<file path="config.mk">
export PLATFORM = sky130hd
export DESIGN_NAME = johnson_seq_monitor
export DESIGN_NICKNAME = d
export VERILOG_FILES = /design/src/rtl/jsm_pkg.sv /design/src/rtl/jsm_decode.sv /design/src/rtl/johnson_seq_monitor.sv
export SDC_FILE = /design/constraint.sdc
export NUM_CORES = 1
export LEC_CHECK = 0
export ABC_AREA = 1
export BUFFER_PORTS_ARGS = -buffer_cell sky130_fd_sc_hd__buf_2
export CORE_MARGIN = 2
export CORE_UTILIZATION = 32
export CTS_CLUSTER_SIZE = 14
export DETAILED_ROUTE_END_ITERATION = 16
export GPL_TIMING_DRIVEN = 0
export SLEW_MARGIN = 20
export SYNTH_ARGS = -nofsm -noshare
export SYNTH_HDL_FRONTEND = slang
export SYNTH_HIERARCHICAL = 1
export SYNTH_SLANG_ARGS = --single-unit
</file>
<file path="constraint.sdc">
create_clock -name clk -period 2.1 [get_ports clk]
set_clock_uncertainty 0.05 [all_clocks]
set_input_delay 0.21 -clock clk [delete_from_list [all_inputs] [get_ports clk]]
set_output_delay 0.21 -clock clk [all_outputs]
set_load 0.01 [all_outputs]
</file>
<file path="src/rtl/jsm_pkg.sv">
// Shared definitions for the 6-state Johnson-code sequence monitor.
package jsm_pkg;

  localparam int unsigned CODE_W  = 4;
  localparam int unsigned PHASE_W = 3;

  localparam logic [CODE_W-1:0] CODE_0 = 4'b0000;
  localparam logic [CODE_W-1:0] CODE_1 = 4'b0001;
  localparam logic [CODE_W-1:0] CODE_2 = 4'b0011;
  localparam logic [CODE_W-1:0] CODE_3 = 4'b0111;
  localparam logic [CODE_W-1:0] CODE_4 = 4'b1111;
  localparam logic [CODE_W-1:0] CODE_5 = 4'b1110;

  typedef logic [PHASE_W-1:0] phase_t;

  localparam phase_t PH_FIRST   = 3'd0;
  localparam phase_t PH_LAST    = 3'd5;
  localparam phase_t PH_ILLEGAL = 3'd7;

  typedef enum logic [1:0] {
    HUNT   = 2'd0,
    ACQ    = 2'd1,
    LOCKED = 2'd2
  } state_t;

  // Mod-6 successor; an illegal phase has no successor.
  function automatic phase_t next_phase(input phase_t p);
    if (p < PH_LAST)       next_phase = p + PHASE_W'(1);
    else if (p == PH_LAST) next_phase = PH_FIRST;
    else                   next_phase = PH_ILLEGAL;
  endfunction

endpackage

</file>
<file path="src/rtl/jsm_decode.sv">
// Combinational Johnson code -> phase index lookup; unknown codes map to PH_ILLEGAL.
module jsm_decode
  import jsm_pkg::*;
(
  input  logic [3:0] code,
  output phase_t     phase
);

  // Table lookup of the six legal codes.
  always_comb begin
    phase = PH_ILLEGAL;
    case (code)
      CODE_0:  phase = 3'd0;
      CODE_1:  phase = 3'd1;
      CODE_2:  phase = 3'd2;
      CODE_3:  phase = 3'd3;
      CODE_4:  phase = 3'd4;
      CODE_5:  phase = 3'd5;
      default: phase = PH_ILLEGAL;
    endcase
  end

endmodule

</file>
<file path="src/rtl/johnson_seq_monitor.sv">
// Johnson sequence monitor: decodes the 6-state counter code, acquires lock,
// counts sequence errors (saturating) and full periods (wrapping).
// Optional feature macro: JSM_STICKY_ERR_EN adds err_clr / err_sticky.
module johnson_seq_monitor
  import jsm_pkg::*;
#(
  parameter int unsigned LOCK_CNT   = 3,
  parameter int unsigned MISS_MAX   = 2,
  parameter int unsigned ERR_W      = 8,
  parameter int unsigned WRAP_W     = 16,
  parameter int unsigned ALLOW_HOLD = 0
) (
  input  logic              clk,
  input  logic              rst_n,
  input  logic              en,
  input  logic [3:0]        q_in,
`ifdef JSM_STICKY_ERR_EN
  input  logic              err_clr,
  output logic              err_sticky,
`endif
  output logic [2:0]        phase,
  output logic              locked,
  output logic              err_pulse,
  output logic [ERR_W-1:0]  err_cnt,
  output logic              wrap_pulse,
  output logic [WRAP_W-1:0] wrap_cnt
);

  localparam int unsigned RUN_W  = (LOCK_CNT < 2) ? 1 : $clog2(LOCK_CNT + 1);
  localparam int unsigned MISS_W = (MISS_MAX < 2) ? 1 : $clog2(MISS_MAX + 1);

  state_t            state, state_nxt;
  phase_t            prev, prev_nxt;
  phase_t            phase_nxt;
  phase_t            dec;
  logic [RUN_W-1:0]  run, run_nxt;
  logic [MISS_W-1:0] miss, miss_nxt;
  logic [ERR_W-1:0]  err_cnt_nxt;
  logic [WRAP_W-1:0] wrap_cnt_nxt;
  logic              err_pulse_nxt;
  logic              wrap_pulse_nxt;
  logic              step_legal;
  logic              step_hold;

  jsm_decode u_decode (
    .code  (q_in),
    .phase (dec)
  );

  // Classify the current sample against the previous one.
  always_comb begin
    step_legal = (dec != PH_ILLEGAL) && (dec == next_phase(prev));
    step_hold  = (ALLOW_HOLD != 0) && (dec != PH_ILLEGAL) && (dec == prev);
  end

  // Next-state, counters and pulses; nothing moves unless en samples a code.
  always_comb begin
    state_nxt      = state;
    prev_nxt       = prev;
    phase_nxt      = phase_t'(phase);
    run_nxt        = run;
    miss_nxt       = miss;
    err_cnt_nxt    = err_cnt;
    wrap_cnt_nxt   = wrap_cnt;
    err_pulse_nxt  = 1'b0;
    wrap_pulse_nxt = 1'b0;
    if (en) begin
      prev_nxt  = dec;
      phase_nxt = dec;
      case (state)
        HUNT: begin
          if (dec != PH_ILLEGAL) begin
            state_nxt = ACQ;
            run_nxt   = '0;
          end
        end
        ACQ: begin
          if (step_legal) begin
            if (run == RUN_W'(LOCK_CNT - 1)) begin
              state_nxt = LOCKED;
              run_nxt   = '0;
              miss_nxt  = '0;
            end else begin
              run_nxt = run + RUN_W'(1);
            end
          end else if (!step_hold) begin
            run_nxt = '0;
            if (dec == PH_ILLEGAL) state_nxt = HUNT;
          end
        end
        LOCKED: begin
          if (step_legal) begin
            miss_nxt = '0;
            if (prev == PH_LAST) begin
              wrap_pulse_nxt = 1'b1;
              wrap_cnt_nxt   = wrap_cnt + WRAP_W'(1);
            end
          end else if (!step_hold) begin
            err_pulse_nxt = 1'b1;
            if (err_cnt != '1) err_cnt_nxt = err_cnt + ERR_W'(1);
            if (miss == MISS_W'(MISS_MAX - 1)) begin
              state_nxt = HUNT;
              miss_nxt  = '0;
            end else begin
              miss_nxt = miss + MISS_W'(1);
            end
          end
        end
        default: state_nxt = HUNT;
      endcase
    end
`ifdef JSM_STICKY_ERR_EN
    // Software clear acts on any cycle and overrides a same-cycle increment.
    if (err_clr) err_cnt_nxt = '0;
`endif
  end

  // State and status registers.
  always_ff @(posedge clk or negedge rst_n) begin
    if (!rst_n) begin
      state      <= HUNT;
      prev       <= PH_ILLEGAL;
      phase      <= PH_ILLEGAL;
      run        <= '0;
      miss       <= '0;
      locked     <= 1'b0;
      err_pulse  <= 1'b0;
      err_cnt    <= '0;
      wrap_pulse <= 1'b0;
      wrap_cnt   <= '0;
    end else begin
      state      <= state_nxt;
      prev       <= prev_nxt;
      phase      <= phase_nxt;
      run        <= run_nxt;
      miss       <= miss_nxt;
      locked     <= (state_nxt == LOCKED);
      err_pulse  <= err_pulse_nxt;
      err_cnt    <= err_cnt_nxt;
      wrap_pulse <= wrap_pulse_nxt;
      wrap_cnt   <= wrap_cnt_nxt;
    end
  end

`ifdef JSM_STICKY_ERR_EN
  // Sticky error flag; clear wins over a same-cycle error.
  always_ff @(posedge clk or negedge rst_n) begin
    if (!rst_n)       err_sticky <= 1'b0;
    else if (err_clr) err_sticky <= 1'b0;
    else if (err_pulse_nxt) err_sticky <= 1'b1;
  end
`endif

endmodule
</file>
==> results of run 1 <==
==> area by class of cell <==
cell class                      count  area, um2
Clock inverter                      2      35.03
Tap cell                           77      96.34
Timing Repair Buffer               46      275.3
Clock buffer                        6      72.57
Inverter                           39      146.4
Multi-Input combinational cell    206       1159
Fill cell                         649       3710
Buffer                              3      23.77
Sequential cell                    36      904.6
==> layer usage <==
layer	wire [um]	GRT usage	vias up
met5	0	0	-
met4	129	0.05339	0
met3	171	0.03369	12
met2	2167	0.2248	32
met1	2020	0.1570	879
li1	-	-	993
==> registers in the layout (all words and copies together), names as in the netlist <==
register / flops
prev: 3
wrap_pulse: 1
miss: 2
err_pulse: 1
locked: 1
err_cnt: 8
run: 2
wrap_cnt: 16
state: 2
==> what timing repair did <==
action,CTS,global route
pin swaps,4,14
resized for setup,4,19
buffers inserted,4,4
hold endpoints to repair,31,0
hold buffers,1,0
setup endpoints to repair,23,29
gates cloned,0,1
==> kinds of logic after synthesis <==
logic type	after synthesis
flops	36
simple gates	167
compound gates	19
fa+ha+maj	3
xor+xnor	17
buf+inv	42
==> synth_stat cells (2+ instances only) <==
| master | count |
|---|---|
| a21oi_1 | 2 |
| nor4_1 | 2 |
| o211ai_1 | 2 |
| nand4_1 | 2 |
| nand2_1 | 98 |
| dfrtp_1 | 33 |
| o21ai_0 | 13 |
| dfstp_2 | 3 |
| xnor2_1 | 7 |
| nand3_2 | 2 |
| nand2_4 | 3 |
| inv_1 | 35 |
| ha_1 | 3 |
| nand2_2 | 5 |
| nor3_1 | 9 |
| nand3_1 | 24 |
| nor2_1 | 15 |
| xor2_1 | 10 |
| inv_2 | 4 |
==> power groups by stage <==
stage | clock network, uW | registers [uW] | logic, uW
finish | 603 | 729 | 201
floorplan | 0 | 742 | 122
global placement | 0 | 740 | 171
global route | 657 | 732 | 229
detailed placement | 0 | 740 | 173
CTS | 632 | 728 | 189
==> path summary, 6_finish.rpt <==
path	start	end	slack, ns	cells past startpoint
worst min-delay path	en	state[1]$_DFF_PN0_	0.22	4
min in group asynchronous	rst_n	wrap_cnt[2]$_DFFE_PN0P_	0.49	2
worst max-delay path	prev[1]$_DFFE_PN1P_	wrap_cnt[3]$_DFFE_PN0P_	-0.002	14
max in group asynchronous	rst_n	wrap_cnt[10]$_DFFE_PN0P_	1.01	2
worst min register to register	miss[1]$_DFFE_PN0P_	miss[1]$_DFFE_PN0P_	0.46	1
worst max register to register	prev[1]$_DFFE_PN1P_	wrap_cnt[3]$_DFFE_PN0P_	-0.002	14
==> per-stage QoR <==
| step | cell area, um2 | TNS [ns] | worst slack (ns) | util |
|---|---|---|---|---|
| 3_3_place_gp | 2425 | -1.358 | -0.1133 | 0.3776 |
| 4_1_cts | 2589 | 0 | 0.002053 | 0.4031 |
| 5_1_grt | 2713 | -0.6848 | -0.1521 | 0.4224 |
| 3_5_place_dp | 2425 | -1.549 | -0.1307 | 0.3776 |
| 6_report | 2713 | -0.002432 | -0.002432 | 0.4224 |
| 2_1_floorplan | 2148 | 0 | 0.03716 | - |
==> worst reg2reg max path, cell delays in order, from the launching register on <==
cell	delay (ns)
dfstp_2	0.55
inv_2	0.05
ha_4	0.16
nand2_4	0.06
inv_2	0.04
nand2_4	0.06
nand2_1	0.05
nand2_1	0.06
nand2_2	0.07
nor2_4	0.11
nand3_4	0.14
nor3_4	0.36
nand2_1	0.09
nor2_1	0.10
nor2_1	0.04
==> impl_metrics.ini, run 1 <==
[run_status]
status = complete, but fails checks
violations = setup timing

[yosys]
synth_fa_ha_area_frac = 0.01747
synth-main-ff-cell = dfrtp_1
synth_edf_count = 0
syn-cell-area_mm2 = 0.002148
synth-seq-area-share = 0.4211
synth_simple_gate_area_frac = 0.3652
yosys.area.top_type = dfrtp_1
syn_nets = 294
synthDistinctLibCells = 31
muxShareOfSynthArea = 0
synthTopCellsByArea = dfrtp_1 38%, nand2_1 17%, inv_1 6.1%
avgSynthCellArea_um2 = 7.564
syn-instance-count = 284
synth_top_family_by_area = simple AND/OR/NAND/NOR gates
async_flop_share = 1.000
synth_top_area_share = 0.3844
synth_compound_area_frac = 0.04950
synthXorXnorAreaFrac = 0.06931
ys_ff_latch = 36
yosys_warnings = 6

[cts]
cts_max_level = 2
cts.sinks = 36
clk_latency_ns = 0.29
clockBufferDepth = 2
cts.reportedPaths.clkPinSlew_ns = 0.07
cts_made_buffers = 5
cts_tree = done
cts_root_buffer = clkbuf_8

[floorplan]
die_y_um = 85.94
dieArea_mm2 = 0.007385
start_util = 0.3345
num_io_pins = 37
core-area_mm2 = 0.006422
die_w_um = 85.94
rows = 29

[route]
drc = 0
vias = 1916
viasPerCell = 4.617
drt-wirelength-per-cell_um = 10.81
drt_wl_total_mm = 4.488
firstDrtPassIters = 4
dr.first_iter.drc_count = 50
antenna_left = 0

[sta]
setup_ws_ns = -0.002432
rsz0062_at_grt = true
setup_viol = 1
worst_pin_slew_ns = 0.7871
max_slew_margin = 0.4753
hold_ws_ns = 0.2155
finalHoldViolations = 0
finalCriticalPeriod_ns = 2.102
maxSlewViolCount = 0
max_freq_ghz = 0.4756
finalCritPeriodShare = 1.001

[power_and_ir_drop]
power.total_uw = 1533
irDropWorstVdd_v = 0.0001841
leakagePower_uw = 0.001443
pwr-share-clk = 0.393
p_switching_uw = 390.7
p_sw_frac = 0.2548
pwr-share-seq = 0.475
cellInternalPower_uw = 1143
powerDensity_mw_per_mm2 = 565.2
p_comb_frac = 0.131

[setup_path]
crit_arrival_ns = 2.24
start_kind = flop
cp_max_fo = 8
cp_num_buf_inv = 2
cp.required_ns = 2.24
cpPeakStageDelay_ns = 0.55
crit_path_top_delay_cell = dfstp_2
end_kind = flop
cp_top_family = simple AND/OR/NAND/NOR gates
crit_path_cell_trace = inv_2 -> ha_4 -> nand2_4 -> inv_2 -> nand2_4 -> nand2_1 -> nand2_1 -> nand2_2 -> nor2_4 -> nand3_4 -> nor3_4 -> nand2_1 -> nor2_1 -> nor2_1
critical_path_class = reg -> reg
crit_top_cell = nand2_1

[final_layout]
stdcell_count = 415
drive_gt1_frac = 0.2692
syn_to_final_growth_pct = 26.27
layout_commonest_cell = nand2_1
nets = 347
num_antenna_cells = 0
final_cell_mix = 86 x nand2_1, 37 x buf_2, 34 x inv_1

[placed_design]
gp_congestion = 0.8221
hpwl_mm = 3.283
placed_cells = 397
numPortBuffers = 36

[min_path]
hold_class = in -> reg

[global_routing]
grt_pass1_vias = 1763
overflow = 0
grt_max_degree = 37
antenna_found_initial = 0
grt_pass1_wl_mm = 7.679
grtUsageTotal = 0.1316

[run]
drv_cap = 0
(Power assumes the default switching activity.)
==> inputs of run 2 (changes only) <==
- SETUP_SLACK_MARGIN: not set -> 0.4
==> run 2 against run 1 <==
  * The flow now finishes without violations
  * Setup slack improved by 0.040 ns
  * Critical path depth increased by 1
  * Die area unchanged
  * Fmax increased by 2.0%
  * Largest power group unchanged
  * Sequential power about the same
  * Combinational power increased by 10%
  * Sequential cell count unchanged
  * Power decreased by 2.3%
==> impl_metrics.ini, run 2 (synthesis gave the netlist of run 1 again) <==
[final_layout]
largest_reg_flops = 16
num_antenna_cells = 0
final_cell_mix = 75 x nand2_1, 37 x buf_2, 34 x inv_1
largest_registers = wrap_cnt x16, err_cnt x8, prev x3
stdcell_count = 424
finish.utilization = 0.4473
syn_to_final_growth_pct = 33.72
n_fill_cell = 648
regMostFlops = wrap_cnt
drive_gt1_frac = 0.3285
layout_commonest_cell = nand2_1
fin_area_mm2 = 0.002873
nets = 356

[floorplan]
dieArea_mm2 = 0.007385
start_util = 0.3345
num_io_pins = 37
die_y_um = 85.94
die_w_um = 85.94
rows = 29
core-area_mm2 = 0.006422

[setup_path]
cp_max_fo = 5
setup.worst_path.start = prev[1]$_DFFE_PN1P_
critPathCapture = wrap_cnt[0]$_DFFE_PN0P_
critical_path_class = reg -> reg
cp.required_ns = 2.23
end_kind = flop
crit_arrival_ns = 2.19
timing.rr.end = wrap_cnt[0]$_DFFE_PN0P_
r2r-start = prev[1]$_DFFE_PN1P_
reg2reg_depth = 15
r2r_slack_ns = 0.04
start_kind = flop

[run_status]
status = finished, final reports clean

[sta]
max_freq_ghz = 0.4850
worst_pin_slew_ns = 0.8066
finalHoldViolations = 0
maxSlewViolCount = 0
hold_ws_ns = 0.2302
max_slew_margin = 0.4623
setup_viol = 0
finalCriticalPeriod_ns = 2.062
finalCritPeriodShare = 0.9819
rsz0062_at_grt = true

[route]
drt-wirelength-per-cell_um = 11.49
drt_wl_total_mm = 4.873
firstDrtPassIters = 6
antenna_left = 0
vias = 1953
viasPerCell = 4.606
drc = 0
dr.first_iter.drc_count = 59

[placed_design]
placed_area_mm2 = 0.002442
hpwl_mm = 3.485
numPortBuffers = 36
gp_congestion = 0.8773
placed_cells = 397

[global_routing]
grt_pass1_wl_mm = 8.438
antenna_found_initial = 0
grtUsageTotal = 0.1424
grt_pass1_vias = 1936
overflow = 0
grt_max_degree = 37

[min_path]
hold_class = in -> reg

[cts]
clockBufferDepth = 2
cts.sinks = 36
clk_latency_ns = 0.28
cts_made_buffers = 5
cts_max_level = 2
cts_tree = done
cts.reportedPaths.clkPinSlew_ns = 0.08
cts_root_buffer = clkbuf_8

[power_and_ir_drop]
irDropWorstVdd_v = 0.0002118
leakagePower_uw = 0.001503
powerDensity_mw_per_mm2 = 521.2

[run]
drv_cap = 0
-- run 2: cell count changes in the layout (fill, tap and decap cells not counted), sizes merged --
cell,delta
clkbuf,+1
buf,+10
bufinv,-1
clkinv,-1
-- run 2: layout make-up --
class / count / area, um2 / area share
clock buffer: 8 / 100.1 / 0.03484
timing repair buffer: 55 / 387.9 / 0.1350
buffer: 3 / 23.77 / 0.008275
sequential: 36 / 904.6 / 0.3149
inverter: 39 / 153.9 / 0.05357
multi-input combinational: 206 / 1206 / 0.4199
tap: 77 / 96.34 / 0.03354
-- run 2: per-layer routing --
metal / wire, um / GRT usage
met3: 166 / 0.03272
met1: 2209 / 0.1784
met2: 2435 / 0.2445
met4: 62 / 0.04040
met5: 0 / 0
-- run 2: metrics by stage --
stage / setup slack (ns) / power [uW] / TNS [ns]
6_report: 0.03801 / 1497 / 0
5_1_grt: -0.06131 / 1597 / -0.1770
4_1_cts: 0.01216 / 1508 / 0
3_5_place_dp: -0.1006 / 923.8 / -1.007
3_3_place_gp: -0.09499 / 918.2 / -0.9057
2_1_floorplan: 0.06077 / 870.5 / 0
-- run 2: worst min path at each step --
stage / startpoint / end / slack [ns] / cells past startpoint
2_1_floorplan: rst_n / err_cnt[0]$_DFFE_PN0P_ / -0.14 / 0
4_1_cts: en / state[1]$_DFF_PN0_ / 0.23 / 4
6_report: en / state[1]$_DFF_PN0_ / 0.23 / 4
5_1_grt: en / locked$_DFF_PN0_ / 0.27 / 4
3_3_place_gp: rst_n / wrap_cnt[4]$_DFFE_PN0P_ / 0.30 / 1
3_5_place_dp: rst_n / wrap_cnt[4]$_DFFE_PN0P_ / 0.31 / 1
-- run 2: what timing repair did --
action / in CTS / in global routing
pin swaps: 16 / 10
setup endpoints to repair: 33 / 33
setup buffers: 13 / 4
cloned: 1 / 0
gates resized for setup: 26 / 26
hold buffers: 1 / 0
hold endpoints to repair: 14 / 0
-- run 2: worst max-delay path, cell delays in order, from the launching register on --
cell and delay [ns]:
dfstp_2 0.55, inv_2 0.05, ha_4 0.16, nand2_4 0.05
inv_2 0.04, nand2_4 0.06, nand2_1 0.05, nand2_1 0.06
nand2_2 0.06, nor2_4 0.11, nand3_4 0.15, nor2_8 0.16
nand2_8 0.09, buf_6 0.13, xor2_1 0.14, inv_1 0.05
-- run 2: power breakdown --
part | internal, uW | switching, uW
combinational | 88.4 | 133
sequential | 714 | 15.2
clock | 300 | 248
